File: src/rtl/alu_pkg.sv
// Shared encodings for the execute stage: ALU control codes, ALUOp values
// from main control, and the R-type funct field values the decoder recognises.
package alu_pkg;

  localparam logic [2:0] ALU_AND = 3'b000;
  localparam logic [2:0] ALU_OR  = 3'b001;
  localparam logic [2:0] ALU_ADD = 3'b010;
  localparam logic [2:0] ALU_SUB = 3'b110;
  localparam logic [2:0] ALU_SLT = 3'b111;

  localparam logic [1:0] ALUOP_ADD   = 2'b00;  // loads/stores
  localparam logic [1:0] ALUOP_SUB   = 2'b01;  // beq
  localparam logic [1:0] ALUOP_RTYPE = 2'b10;  // decode funct
  localparam logic [1:0] ALUOP_OR    = 2'b11;  // ori

  localparam logic [5:0] FUNCT_ADD = 6'h20;
  localparam logic [5:0] FUNCT_SUB = 6'h22;
  localparam logic [5:0] FUNCT_AND = 6'h24;
  localparam logic [5:0] FUNCT_OR  = 6'h25;
  localparam logic [5:0] FUNCT_SLT = 6'h2A;

endpackage

File: src/rtl/alu_core.sv
// Combinational ALU: operation select on the decoded control, plus the zero
// and signed-overflow indications for the flag registers in the parent.
module alu_core
  import alu_pkg::*;
#(
  parameter int WIDTH = 32
) (
  input  logic [2:0]       alu_ctl,
  input  logic [WIDTH-1:0] a,
  input  logic [WIDTH-1:0] b,
  output logic [WIDTH-1:0] result,
  output logic             zero,
  output logic             overflow
);

  logic [WIDTH-1:0] sum;
  logic [WIDTH-1:0] diff;
  logic             slt;

  assign sum  = a + b;
  assign diff = a - b;
  // Signed compare on the operands, not on diff, so it survives overflow.
  assign slt  = ($signed(a) < $signed(b));

  always_comb begin
    // NOTE: every always_comb output gets a default first so no path can infer a latch.
    result = '0;
    case (alu_ctl)
      ALU_AND: result = a & b;
      ALU_OR:  result = a | b;
      ALU_ADD: result = sum;
      ALU_SUB: result = diff;
      ALU_SLT: result = {{(WIDTH-1){1'b0}}, slt};
      default: result = '0;
    endcase
  end

  assign zero = (result == '0);

  always_comb begin
    overflow = 1'b0;
    case (alu_ctl)
      ALU_ADD: overflow = (a[WIDTH-1] == b[WIDTH-1]) && (result[WIDTH-1] != a[WIDTH-1]);
      ALU_SUB: overflow = (a[WIDTH-1] != b[WIDTH-1]) && (result[WIDTH-1] != a[WIDTH-1]);
      default: overflow = 1'b0;
    endcase
  end

endmodule

File: src/rtl/alu_exec_unit.sv
// Execute stage of the single-cycle MIPS datapath: ALU control decode, ALU,
// PC+4 / branch-target adders and the registered result/status flags.
module alu_exec_unit
  import alu_pkg::*;
#(
  parameter int WIDTH  = 32,
  parameter int PC_INC = 4
) (
  input  logic             clk,
  input  logic             rst_n,
  input  logic [1:0]       aluop,
  input  logic [5:0]       funct,
  input  logic [WIDTH-1:0] a,
  input  logic [WIDTH-1:0] b,
  input  logic [WIDTH-1:0] pc,
  input  logic [WIDTH-1:0] sext_off,
  input  logic             flag_we,
  output logic [2:0]       alu_ctl,
  output logic [WIDTH-1:0] result,
  output logic             zero,
  output logic [WIDTH-1:0] pc_plus4,
  output logic [WIDTH-1:0] br_target,
  output logic [WIDTH-1:0] prev_result,
  output logic             flag_n,
  output logic             flag_z,
  output logic             flag_v
);

  localparam logic [WIDTH-1:0] PC_INC_W = WIDTH'(PC_INC);

  logic overflow;

  always_comb begin
    alu_ctl = ALU_ADD;
    case (aluop)
      ALUOP_ADD: alu_ctl = ALU_ADD;
      ALUOP_SUB: alu_ctl = ALU_SUB;
      ALUOP_OR:  alu_ctl = ALU_OR;
      default: begin
        // Unknown funct codes fall back to ADD so the control is never X.
        case (funct)
          FUNCT_ADD: alu_ctl = ALU_ADD;
          FUNCT_SUB: alu_ctl = ALU_SUB;
          FUNCT_AND: alu_ctl = ALU_AND;
          FUNCT_OR:  alu_ctl = ALU_OR;
          FUNCT_SLT: alu_ctl = ALU_SLT;
          default:   alu_ctl = ALU_ADD;
        endcase
      end
    endcase
  end

  alu_core #(.WIDTH(WIDTH)) u_core (
    .alu_ctl  (alu_ctl),
    .a        (a),
    .b        (b),
    .result   (result),
    .zero     (zero),
    .overflow (overflow)
  );

  // Adders depend only on pc and sext_off, never on ALU inputs.
  assign pc_plus4  = pc + PC_INC_W;
  assign br_target = pc_plus4 + sext_off;

  always_ff @(posedge clk) begin
    // NOTE: state uses non-blocking assignments so all flags update from the same pre-edge values.
    if (!rst_n) begin
      prev_result <= '0;
      flag_n      <= 1'b0;
      flag_z      <= 1'b0;
      flag_v      <= 1'b0;
    end else if (flag_we) begin
      prev_result <= result;
      flag_n      <= result[WIDTH-1];
      flag_z      <= zero;
      flag_v      <= overflow;
    end
  end

endmodule

File: config.mk
export PLATFORM = sky130hd
export DESIGN_NAME = alu_exec_unit
export DESIGN_NICKNAME = d
export VERILOG_FILES = /design/src/rtl/alu_pkg.sv /design/src/rtl/alu_core.sv /design/src/rtl/alu_exec_unit.sv
export SDC_FILE = /design/constraint.sdc
export NUM_CORES = 1
export LEC_CHECK = 0
export ABC_CLOCK_PERIOD_IN_PS = 6500
export CAP_MARGIN = 20
export CORE_MARGIN = 5
export CORE_UTILIZATION = 35
export CTS_BUF_LIST = sky130_fd_sc_hd__clkbuf_8
export DETAILED_ROUTE_END_ITERATION = 7
export PLACE_DENSITY = 0.71
export SYNTH_ARGS = -nofsm -noshare
export SYNTH_HDL_FRONTEND = slang
export SYNTH_SLANG_ARGS = --single-unit
File: constraint.sdc
create_clock -name clk -period 6.5 [get_ports clk]
set_clock_uncertainty 0.05 [all_clocks]
set_input_delay 1.3 -clock clk [delete_from_list [all_inputs] [get_ports clk]]
set_output_delay 1.3 -clock clk [all_outputs]
set_load 0.02 [all_outputs]
==> reports/summary.txt <==
Outcome - finished, violations left
Failing checks - negative setup slack
GRT overflow - 0
Hold Buf Count CTS - 0
I/O Pins - 274
Cell class contributing the biggest share of worst-path delay - simple AND/OR/NAND/NOR gates
Clock slew at reported path FFs - 0.07 ns
Synth warn - 0
Buf/Inv on CP - 3
Most used cell along the critical path - or4_4
Root Driver - clkbuf_8
Synth Flop Type - dfxtp_1
Critical path, cell by cell - dlygate4sd2_1, buf_4, ha_1, fa_1, nand3_1, nand2_1, a221o_1, a22o_1, or4_1, or4_4, or4_4, or4_4, nor4_4, and4_1, buf_6
Post-place setup slack - -1.11 ns
PD cells - 135 nW/um^2
Final WS setup - -0.287 ns
Placement Cell Area - 14800 sq um
DPL Wire Length - 35200 um
Vias in the first global route - 12400
Routed Antenna Nets - 0
# rows - 58
Die Wd - 171 um
Max-cap violation count - 0
Slew Limit Fails - 0
Post-route DRC - 0
CP max stage cell - or4_4
Worst slew pin tran - 1.06 ns
Tcrit/Tclk final - 104%
Critical Path Start - a[0]
RSZ-0062 raised after global routing - yes
Worst-Skew Late Latency - 0.30 ns
Mean Syn Cell Area - 6.96 sq um
# clock sinks - 34
Critical Path Max Stage Delay - 0.49 ns
Synth Net Count - 1574
Min-delay src - prev_result[16]
Reg2reg start - flag_z
Ant diodes - 0
Mapped Cells - 1296
Clk buf depth - 2
Htree depth - 2
1st-iter DRT viols - 1152
Post-synthesis sequential area ratio - 7.54%
Hold Vio Cnt, Final - 0
CP arrival - 5.44 ns
Fin nets - 2204
Setup Crit Path Kind - in2out
Layout area overhead - 75.0%
DIE AREA - 29100 sq um
Vias - 12800
Design Area, Final - 15800 sq um
Critical path endpoint category - output pin
Leakage power - 7.32 nW
CP Max Fanout - 4
Synth async-reset ratio - 0%
Initial Utilization - 35.7%
Port bufs - 273
Number of synthesized flops with an enable pin - 0
Share of cells above drive strength 1 - 28.7%
Seq cells post-synth - 34
Die H - 171 um
WL final - 43700 um
CP Launch Type - input port
CTS Buf Count - 5
Largest net degree at the start of global routing - 45
Hold WC Path Type - reg2reg
CTS tree - yes
Final setup viols - 1
Worst vdd ir - 0.0980 mV
CORE AREA - 25300 sq um
Initial antenna violation count - 0
Max transition margin - 29.3%
Max Clock Freq - 0.147 GHz
Vias per cell - 5.68
First-pass DRT Iterations - 5
GRT Util Overall - 27.6%
First-pass GRT wire length - 65700 um
WL/cell - 19.4 um
Worst Path Required - 5.15 ns
Synthesized area - 9020 sq um
Final min period - 6.79 ns
GPL Wtd Cong - 0.974
Distinct cells, synth - 76
-- cell usage after synthesis (all sizes together), types with 18 or more instances --
master  count  area (sq um)
nor2b      42           263
a211oi     30           230
xor2       18           158
clkbuf     52           195
o22ai      28           175
nand3      33           165
mux2i      24           240
a21oi     131           656
ha        136          1700
xnor2      54           473
inv       122           458
o21ai      56           280
nor4       18           113
nor2      103           387
nand2      79           297
nor3       32           160
dfxtp      34           681
-- power breakdown --
group	internal [mW]	leakage (nW)	switching (mW)
Combinational	0.808	6.99	0.870
Sequential	0.229	0.281	0.0115
Clock	0.123	0.0573	0.0837
-- kinds of logic after synthesis --
group	Yosys count	share of synthesized area, %
AND/OR/NAND/NOR	395	22.1
flip-flops	34	7.54
buffers and inverters	191	8.25
AO/OA/AOI/OAI	439	32.7
multiplexers	26	2.91
adder cells (fa/ha/maj)	139	19.5
XOR/XNOR	72	6.99
-- routing by layer --
| layer | routed length [um] | vias to the layer above | GRT usage (%) |
|---|---|---|---|
| met2 | 20800 | 654 | 47.9 |
| li1 | - | 5982 | - |
| met1 | 17900 | 6043 | 35.5 |
| met3 | 3270 | 134 | 3.37 |
| met5 | 0 | - | 0 |
| met4 | 1670 | 0 | 8.78 |
-- metrics by stage --
step           TNS (ns)  hold slack (ns)  total power, mW  utilization (%)  instances
3_3_place_gp      -9.29            0.410             1.79             58.6       2216
2_1_floorplan         0            0.493            0.985                -       1296
6_report         -0.287            0.431             2.12             62.5       2256
4_1_cts          -0.298            0.426             2.05             60.5       2248
5_1_grt           -1.10            0.465             2.24             62.5       2256
3_5_place_dp     -11.14            0.412             1.81             58.6       2216
-- flip-flops by register name (all words and copies together) (netlist names) --
name,count
flag_v,1
flag_z,1
prev_result,32
-- timing repair --
item,in CTS,in global routing
hold endpoints to repair,0,0
setup endpoints to repair,25,29
pin swaps,16,26
setup buffers,25,7
gates resized for setup,93,92
-- cell type report --
cell class              count  area, sq um
flip-flops and latches     34          681
clock inverters             1         30.0
inverters                 123          462
multi-input cells        1071         8230
repair buffers            691         5890
clock buffers               6         82.6
fillers                  2195         9470
well taps                 330          413
-- layout by cell type (no fill, tap or decap), types with 31 or more instances in the layout --
master,n
nor2_1,96
inv_1,117
xnor2_1,47
dfxtp_1,34
a21oi_1,121
buf_4,418
clkdlybuf4s50_1,242
ha_1,123
o21ai_0,45
nand2_1,78
nand3_1,31
nor2b_1,42
-- worst reg2reg max path, delay by kind of cell (launching register included) --
kind | cells | cell delay [ns]
AND/OR/NAND/NOR | 1 | 0.12
AO/OA/AOI/OAI | 1 | 0.24
flip-flops | 1 | 0.31
-- worst paths after layout --
kind	to	slack, ns	cells past startpoint
worst max-delay path	zero	-0.29	15
worst min-delay path	prev_result[16]	0.43	2
worst max register to register	flag_z	5.67	2
worst min register to register	prev_result[16]	0.43	2
No activity file was read; power rests on OpenSTA's default activity.
